===== src/rtl/jt12_timer_pkg.sv =====
// Shared constants for the YM2612 Timer A/B block: default prescale ratios,
// counter widths and the register 0x27 bit layout.
package jt12_timer_pkg;

  localparam int TICK_DIV_DEF   = 24;
  localparam int B_PRESCALE_DEF = 16;
  localparam int TA_W           = 10;
  localparam int TB_W           = 8;

  // Register 0x27 bit positions
  localparam int REG27_LOAD_A = 0;
  localparam int REG27_LOAD_B = 1;
  localparam int REG27_EN_A   = 2;
  localparam int REG27_EN_B   = 3;
  localparam int REG27_CLR_A  = 4;
  localparam int REG27_CLR_B  = 5;

endpackage


===== src/rtl/jt12_timer_cnt.sv =====
// One YM2612 timer counter: load-edge detect, up-count towards all-ones,
// reload on overflow. ovf is a combinational single-cycle overflow strobe.
module jt12_timer_cnt
  import jt12_timer_pkg::*;
#(
  parameter int CW = TA_W
) (
  input  logic          clk,
  input  logic          rst,
  input  logic          tick,
  input  logic          load,
  input  logic [CW-1:0] value,
  output logic          ovf
);

  localparam logic [CW-1:0] CNT_MAX = '1;

  logic          load_q;
  logic [CW-1:0] cnt_q;
  logic [CW-1:0] cnt_d;
  logic          load_edge;

  assign load_edge = load & ~load_q;

  // Next count: a fresh load edge swallows a coincident tick; a stopped
  // timer (load low) neither counts nor overflows.
  always_comb begin
    cnt_d = cnt_q;
    ovf   = 1'b0;
    if (load_edge) begin
      cnt_d = value;
    end else if (load && tick) begin
      if (cnt_q == CNT_MAX) begin
        cnt_d = value;
        ovf   = 1'b1;
      end else begin
        cnt_d = cnt_q + 1'b1;
      end
    end
  end

  // Counter and load-history registers
  always_ff @(posedge clk) begin
    if (rst) begin
      load_q <= 1'b0;
      cnt_q  <= '0;
    end else begin
      load_q <= load;
      cnt_q  <= cnt_d;
    end
  end

endmodule


===== src/rtl/jt12_timers_ab.sv =====
// YM2612 Timer A (10-bit) and Timer B (8-bit): shared prescalers, overflow
// flags, IRQ and the CSM key-on pulse.
// Build option: define JT12_CSM_EN to generate csm_pulse; otherwise it is 0.
module jt12_timers_ab
  import jt12_timer_pkg::*;
#(
  parameter int TICK_DIV   = TICK_DIV_DEF,
  parameter int B_PRESCALE = B_PRESCALE_DEF
) (
  input  logic            clk,
  input  logic            rst,
  input  logic            clk_en,
  input  logic [TA_W-1:0] value_a,
  input  logic [TB_W-1:0] value_b,
  input  logic            load_a,
  input  logic            load_b,
  input  logic            en_flag_a,
  input  logic            en_flag_b,
  input  logic            clr_flag_a,
  input  logic            clr_flag_b,
  output logic            flag_a,
  output logic            flag_b,
  output logic            irq_n,
  output logic            csm_pulse
);

  localparam int PW = $clog2(TICK_DIV);
  localparam int BW = $clog2(B_PRESCALE);
  localparam logic [PW-1:0] PRES_LAST  = PW'(TICK_DIV - 1);
  localparam logic [BW-1:0] BPRES_LAST = BW'(B_PRESCALE - 1);

  logic [PW-1:0] pres_q, pres_d;
  logic [BW-1:0] bpres_q, bpres_d;
  logic          tick_a, tick_b;
  logic          ovf_a, ovf_b;
  logic          flag_a_q, flag_a_d;
  logic          flag_b_q, flag_b_d;

  assign tick_a = clk_en & (pres_q == PRES_LAST);
  assign tick_b = tick_a & (bpres_q == BPRES_LAST);

  // Prescaler next state: free-running, independent of the load bits
  always_comb begin
    pres_d  = pres_q;
    bpres_d = bpres_q;
    if (clk_en) begin
      pres_d = (pres_q == PRES_LAST) ? '0 : pres_q + 1'b1;
    end
    if (tick_a) begin
      bpres_d = (bpres_q == BPRES_LAST) ? '0 : bpres_q + 1'b1;
    end
  end

  // Prescaler registers
  always_ff @(posedge clk) begin
    if (rst) begin
      pres_q  <= '0;
      bpres_q <= '0;
    end else begin
      pres_q  <= pres_d;
      bpres_q <= bpres_d;
    end
  end

  jt12_timer_cnt #(.CW(TA_W)) u_cnt_a (
    .clk   (clk),
    .rst   (rst),
    .tick  (tick_a),
    .load  (load_a),
    .value (value_a),
    .ovf   (ovf_a)
  );

  jt12_timer_cnt #(.CW(TB_W)) u_cnt_b (
    .clk   (clk),
    .rst   (rst),
    .tick  (tick_b),
    .load  (load_b),
    .value (value_b),
    .ovf   (ovf_b)
  );

  // Flag next state: a set beats a coincident clear so no overflow is lost
  always_comb begin
    flag_a_d = flag_a_q;
    flag_b_d = flag_b_q;
    if (ovf_a && en_flag_a) flag_a_d = 1'b1;
    else if (clr_flag_a)    flag_a_d = 1'b0;
    if (ovf_b && en_flag_b) flag_b_d = 1'b1;
    else if (clr_flag_b)    flag_b_d = 1'b0;
  end

  // Flag registers
  always_ff @(posedge clk) begin
    if (rst) begin
      flag_a_q <= 1'b0;
      flag_b_q <= 1'b0;
    end else begin
      flag_a_q <= flag_a_d;
      flag_b_q <= flag_b_d;
    end
  end

  assign flag_a = flag_a_q;
  assign flag_b = flag_b_q;
  assign irq_n  = ~(flag_a_q | flag_b_q);

`ifdef JT12_CSM_EN
  logic csm_q;

  // CSM key-on strobe on every Timer A overflow, aligned with flag updates
  always_ff @(posedge clk) begin
    if (rst) csm_q <= 1'b0;
    else     csm_q <= ovf_a;
  end

  assign csm_pulse = csm_q;
`else
  assign csm_pulse = 1'b0;
`endif

endmodule


===== config.mk =====
export PLATFORM = sky130hd
export DESIGN_NAME = jt12_timers_ab
export DESIGN_NICKNAME = d
export VERILOG_FILES = /design/src/rtl/jt12_timer_pkg.sv /design/src/rtl/jt12_timer_cnt.sv /design/src/rtl/jt12_timers_ab.sv
export SDC_FILE = /design/constraint.sdc
export NUM_CORES = 1
export LEC_CHECK = 0
export ABC_AREA = 1
export BUFFER_PORTS_ARGS = -buffer_cell sky130_fd_sc_hd__buf_2
export CORE_MARGIN = 8
export CORE_UTILIZATION = 51
export CTS_CLUSTER_DIAMETER = 50
export DETAILED_ROUTE_END_ITERATION = 12
export HOLD_SLACK_MARGIN = 0.12
export PLACE_DENSITY = 0.76
export RECOVER_POWER = 50
export SETUP_SLACK_MARGIN = 0.1
export SYNTH_ARGS = -nofsm -noshare
export SYNTH_HDL_FRONTEND = slang
export SYNTH_HIERARCHICAL = 1
export SYNTH_SLANG_ARGS = --single-unit

===== constraint.sdc =====
create_clock -name clk -period 1.5 [get_ports clk]
set_clock_uncertainty 0.05 [all_clocks]
set_input_delay 0.15 -clock clk [delete_from_list [all_inputs] [get_ports clk]]
set_output_delay 0.15 -clock clk [all_outputs]
set_load 0.1 [all_outputs]

==> flow_metrics.env, run 1 <==
export IMPL_status="finished clean"
export IMPL_max_freq_mhz=667.1
export IMPL_yosysTopAreaCell="dfxtp_1"
export IMPL_dp_cells=396
export IMPL_syn_inst=307
export IMPL_min_from="value_a[7]"
export IMPL_worstSetupEndpointType="flop"
export IMPL_synth_compound_area_frac=0.1122
export IMPL_grt_max_degree=14
export IMPL_drv_slew=0
export IMPL_start_util=0.5353
export IMPL_yosys_most_used_dff="dfxtp_1"
export IMPL_synth_async_reset_ratio=0
export IMPL_r2r_start="bpres_q[1]"
export IMPL_cp_max_fo=7
export IMPL_htree_levels=2
export IMPL_drc=0
export IMPL_num_rows=22
export IMPL_clk_latency_ps=290
export IMPL_hold_viol_final=0
export IMPL_die_w_um=78.22
export IMPL_drv_cap=0
export IMPL_slowest_stage="dfxtp_1"
export IMPL_grt_pass1_wl_mm=9.549
export IMPL_start_kind="flop"
export IMPL_hold_end="u_cnt_a/cnt_q[7]"
export IMPL_synth_mux_area_frac=0
export IMPL_place_area_sq_mm=0.002311
export IMPL_yosys_warnings=6
export IMPL_syn_cell_area_sq_mm=0.001974
export IMPL_dr_first_iter_drc_count=170
export IMPL_cts_tree="done"
export IMPL_place_hpwl_mm=3.335
export IMPL_ys_ff_latch=31
export IMPL_r2r_end="u_cnt_b/cnt_q[5]"
export IMPL_synth_edff_count=0
export IMPL_whs_path_depth=5
export IMPL_vias_per_cell=5.027
export IMPL_grt_pass1_vias=2196
export IMPL_instances_no_fill=438
export IMPL_drive_gt1_frac=0.3162
export IMPL_critPathArrivalTime_ps=1630
export IMPL_place_congestion=0.8730
export IMPL_synth_fa_ha_area_frac=0.02535
export IMPL_via_count=2202
export IMPL_r2r_cells=9
export IMPL_required_ps=1630
export IMPL_crit_path_frequent_cell="nand3_2"
export IMPL_fin_crit_sh=0.9993
export IMPL_crit_chain="ha_2, nand3_2, nor2_2, nand2_2, nand2_4, buf_8, nand3_2, nand2_1, inv_1"
export IMPL_rsz0062_at_grt="yes"
export IMPL_peakVddDrop_uv=471.0
export IMPL_die_height_um=78.22
export IMPL_gr_total_overflow=0
export IMPL_cts_root_buf="clkbuf_8"
export IMPL_track_usage=0.1877
export IMPL_setup_viol=0
export IMPL_syn_area_per_cell_sq_um=6.431
export IMPL_synth_top_area_share=0.3143
export IMPL_syn_num_nets=338
export IMPL_syn_to_final_growth_pct=46.70
export IMPL_fp_coreArea_sq_mm=0.003689
export IMPL_final_cell_area_sq_mm=0.002897
export IMPL_cts_buffers=5
export IMPL_nets=419
export IMPL_routed_wl_mm=5.702
export IMPL_synth_xor_area_frac=0.02218
export IMPL_wl_per_cell_um=13.02
export IMPL_drt_pass1_iterations=4
export IMPL_synth_top_family_by_area="simple AND/OR/NAND/NOR gates"
export IMPL_numClockSinks=31
export IMPL_die_area_sq_mm=0.006118
export IMPL_synth_area_leaders="dfxtp_1 31%, nand2_1 16%, inv_1 10%"
export IMPL_p_per_area_mw_per_mm2=694.4
export IMPL_p_leak_nw=1.390
export IMPL_cts_max_path_buffers=2
export IMPL_crit_type="reg2reg"
export IMPL_rrSetupSlack_ps=1
export IMPL_fillCellCount=270
export IMPL_ant_nets=0
export IMPL_synth_seq_area_share=0.3143
export IMPL_yosys_area_share_simple=0.3954
export IMPL_hp_class="in2reg"
export IMPL_antenna_found_initial=1
export IMPL_post_synth_num_cell_types=31
export IMPL_clk_pin_slew_ps=60
export IMPL_io_buffers=29
export IMPL_io_pins=31
export IMPL_final_min_clock_period_ps=1499
export IMPL_cpPeakStageDelay_ps=370
routing by layer:
metal / part of all wire / vias to the layer above / GRT usage
li1: - / 1122 / -
met5: 0 / - / 0
met2: 0.51 / 47 / 0.3198
met3: 0.037 / 12 / 0.04670
met4: 0.022 / 0 / 0.1000
met1: 0.43 / 1021 / 0.2106
cell usage in the layout (no fill, tap or decap), types with 7 or more instances in the layout:
cell type / netlist / final
o21ai_0: 24 / 13
nand3_1: 30 / 23
dfxtp_1: 31 / 22
inv_1: 53 / 51
a21oi_1: 14 / 12
buf_4: 1 / 19
nand3_2: 1 / 7
dlygate4sd3_1: 0 / 22
nor2_1: 23 / 21
dfxtp_2: 0 / 9
buf_2: 1 / 28
nand2_1: 84 / 81
o21ai_2: 0 / 7
cells in the mapped netlist (2+ instances only):
library cell	count
o21ai_0	24
nor2_2	3
nand4_1	3
inv_1	53
o21ai_1	2
nand2_2	4
nand3_1	30
nand2_4	3
o21bai_1	2
nor3_1	3
xor2_1	3
xnor2_1	2
dfxtp_1	31
ha_1	4
nor2_1	23
inv_4	2
nor2_4	5
nand2_1	84
a21oi_1	14
where the power goes:
group          switching, mW  internal, mW  leakage, nW
registers             0.0532         0.872        0.258
logic                  0.228         0.214         1.09
clock network          0.320         0.324       0.0412
worst max-delay path: cells and delay by family, from the launching register on:
family        cells  cell delay [ps]
flops             1              370
buf+inv           2              180
simple gates      6              590
fa+ha+maj         1              220
cells by family after synthesis:
logic type	count (synthesis)
DFF	31
xor gates and xnor gates	5
and+or+nand+nor	163
adders and majority gates	4
other	1
buffers and inverters	60
AOI/OAI and AO/OA	43
worst max-delay path by stage:
stage	start	to
2_1_floorplan	pres_q[0]	u_cnt_b/cnt_q[0]
3_3_place_gp	pres_q[1]	u_cnt_b/cnt_q[6]
3_5_place_dp	pres_q[1]	u_cnt_b/cnt_q[7]
4_1_cts	pres_q[1]	u_cnt_a/cnt_q[0]
5_1_grt	pres_q[1]	u_cnt_b/cnt_q[5]
6_report	bpres_q[1]	u_cnt_b/cnt_q[5]
sequential cells by signal, indices dropped and copies added (netlist names):
register        cells
bpres_q             4
flag_b              1
pres_q              5
u_cnt_b/load_q      1
u_cnt_a/load_q      1
u_cnt_a/cnt_q      10
flag_a              1
u_cnt_b/cnt_q       8
repair_timing:
item,CTS,global route
gates cloned,1,2
pin swaps,7,10
buffers inserted,7,1
endpoints found under the hold margin,18,0
endpoints found under the setup margin,19,24
hold buffers,22,0
resized for setup,30,23
area by class of cell:
cell class	instances	area (sq um)	share of cell area
repair buffers	77	629.4	0.2173
clock buffers	6	72.57	0.02505
well taps	48	60.06	0.02073
inverters	56	215.2	0.07430
clock inverters	2	12.51	0.004320
flip-flops and latches	31	631.9	0.2181
multi-input cells	217	1272	0.4393
diodes	1	2.502	0.0008639
per-stage QoR:
stage               setup WS, ps  setup TNS (ps)    util  power [mW]  hold WS [ps]
finish                     1.045               0  0.7853       2.011         141.6
global route              -108.2           -1274  0.7853       2.117         167.5
CTS                        36.25               0  0.7520       1.979         122.7
detailed placement        -45.21          -82.60  0.6265       1.243         347.0
global placement           5.934               0  0.6265       1.235         338.4
floorplan                  28.03               0       -       1.145         161.7
No activity file was read; power rests on OpenSTA's default activity.
==> inputs of run 2 (changes only) <==
--- a/config.mk
+++ b/config.mk
@@ -8,11 +8,10 @@
 export ABC_AREA = 1
 export BUFFER_PORTS_ARGS = -buffer_cell sky130_fd_sc_hd__buf_2
 export CORE_MARGIN = 8
-export CORE_UTILIZATION = 51
+export CORE_UTILIZATION = 28
 export CTS_CLUSTER_DIAMETER = 50
 export DETAILED_ROUTE_END_ITERATION = 12
 export HOLD_SLACK_MARGIN = 0.12
-export PLACE_DENSITY = 0.76
 export RECOVER_POWER = 50
 export SETUP_SLACK_MARGIN = 0.1
 export SYNTH_ARGS = -nofsm -noshare
==> flow_metrics.env, run 2 (synthesized netlist as in run 1, its figures left out) <==
export IMPL_r2r_cells=10
export IMPL_dp_cells=445
export IMPL_place_area_sq_mm=0.002379
export IMPL_crit_family="simple AND/OR/NAND/NOR gates"
export IMPL_rrSetupSlack_ps=50
export IMPL_drv_cap=0
export IMPL_critPathArrivalTime_ps=1590
export IMPL_postLayoutCoreUtil=0.4258
export IMPL_cp_num_buf_inv=2
export IMPL_regMostFlops="u_cnt_a/cnt_q"
export IMPL_antenna_found_initial=0
export IMPL_status="finished clean"
export IMPL_syn_to_final_growth_pct=46.51
export IMPL_holdWs_ps=142.7
export IMPL_die_w_um=99.97
export IMPL_fillCellCount=702
export IMPL_hold_viol_final=0
export IMPL_layout_common_cells="81 x nand2_1, 51 x inv_1, 27 x nand3_1, 27 x buf_2, 25 x dlygate4sd3_1"
export IMPL_crit_path_start="pres_q[0]"
export IMPL_largest_reg_flops=10
export IMPL_routed_wl_mm=5.052
export IMPL_p_per_area_mw_per_mm2=717.9
export IMPL_dr_first_iter_drc_count=79
export IMPL_final_common_cell="nand2_1"
export IMPL_crit_chain="ha_4, nand3_4, nor2_4, buf_4, nand2_4, nand2_4, buf_12, nand2_1, nor2_1, nor2_1"
export IMPL_cp_max_fo=8
export IMPL_final_cell_area_sq_mm=0.002893
export IMPL_vias_per_cell=4.252
export IMPL_ant_nets=0
export IMPL_drive_gt1_frac=0.2861
export IMPL_fp_coreArea_sq_mm=0.006794
export IMPL_clk_latency_ps=290
export IMPL_cts_max_path_buffers=2
export IMPL_worst_path_stages=10
export IMPL_final_min_clock_period_ps=1454
export IMPL_io_pins=31
export IMPL_htree_levels=2
export IMPL_slowest_stage="dfxtp_2"
export IMPL_antenna_cells=0
export IMPL_crit_type="reg2reg"
export IMPL_cpPeakStageDelay_ps=350
export IMPL_drv_slew=0
export IMPL_r2r_start="pres_q[0]"
export IMPL_fin_setup_tns_ps=0
export IMPL_whs_path_depth=5
export IMPL_hold_end="u_cnt_a/cnt_q[9]"
export IMPL_start_kind="flop"
export IMPL_r2r_end="u_cnt_a/cnt_q[9]"
export IMPL_io_buffers=29
export IMPL_worstSetupEndpointType="flop"
export IMPL_place_hpwl_mm=3.496
export IMPL_grt_pass1_wl_mm=8.680
export IMPL_cts_buffers=5
export IMPL_num_rows=30
export IMPL_clk_pin_slew_ps=70
export IMPL_start_util=0.2906
export IMPL_cts_tree="done"
export IMPL_fin_crit_sh=0.9696
export IMPL_numClockSinks=31
export IMPL_nets=418
export IMPL_drc=0
export IMPL_place_congestion=0.7988
export IMPL_drt_pass1_iterations=4
export IMPL_instances_no_fill=484
export IMPL_gr_total_overflow=0
export IMPL_min_from="value_a[9]"
export IMPL_required_ps=1630
export IMPL_grt_pass1_vias=2007
export IMPL_setup_viol=0
export IMPL_max_freq_mhz=687.6
export IMPL_rsz0062_at_grt="yes"
export IMPL_cts_root_buf="clkbuf_8"
export IMPL_die_height_um=99.97
export IMPL_via_count=2058
export IMPL_hp_class="in2reg"
export IMPL_reg_top3="u_cnt_a/cnt_q x10, u_cnt_b/cnt_q x8, pres_q x5"
export IMPL_track_usage=0.1049
export IMPL_p_leak_nw=1.380
export IMPL_grt_max_degree=14
export IMPL_peakVddDrop_uv=497.0
export IMPL_wl_per_cell_um=10.44
export IMPL_die_area_sq_mm=0.009994
[run 2: changes by cell type in the layout (fill, tap and decap cells not counted), sizes merged]
cell         previous run  this run
clkbuf                  8         9
diode                   1         0
buf                    53        50
clkinv                  1         0
dlygate4sd3            22        25
clkinvlp                1         0
[run 2: worst max-delay path by stage]
stage	slack, ps	end
after floorplan	30	u_cnt_b/cnt_q[0]
after global placement	20	u_cnt_b/cnt_q[5]
after detailed placement	-40	u_cnt_b/cnt_q[6]
after CTS	30	u_cnt_b/cnt_q[2]
after global routing	-70	u_cnt_a/cnt_q[1]
final	50	u_cnt_a/cnt_q[9]
[run 2: cell type report]
class	instances	area (sq um)	area share
timing repair buffer	76	596.8	0.2063
clock buffer	8	100.1	0.03460
multi-input combinational	217	1226	0.4239
tap	96	120.1	0.04152
sequential	31	634.4	0.2193
inverter	56	215.2	0.07439
[run 2: worst min-delay path: cells and delay by family]
family | cells | cell delay (ps)
buf+inv | 1 | 80
simple gates | 4 | 220
[run 2: layer usage]
metal	track usage	routed length, um	part of all wire
met3	0.03045	238	0.047
met5	0	0	0
met2	0.1724	2347	0.46
met4	0.03837	62	0.012
met1	0.1260	2404	0.48
[run 2: through the flow]
| step | worst slack (ps) | power [mW] |
|---|---|---|
| after floorplan | 28.03 | 1.145 |
| after global placement | 24.32 | 1.245 |
| after detailed placement | -35.44 | 1.249 |
| after CTS | 28.89 | 2.075 |
| after global routing | -67.11 | 2.200 |
| final | 45.64 | 2.077 |
[run 2: what timing repair did]
action                                 4_1_cts  5_1_grt
cloned                                       1        1
resized for setup                           10       33
hold buffers                                25        0
endpoints found under the hold margin       22        0
setup endpoints to repair                   20       23
setup buffers                                1        3
pin swaps                                    4        6
[run 2: report_power, final]
part	total (mW)	switching [mW]	internal, mW	leakage (nW)
combinational	0.402	0.203	0.198	1.07
clock	0.753	0.334	0.419	0.0515
sequential	0.922	0.0513	0.871	0.258
total	2.08	0.589	1.49	1.38
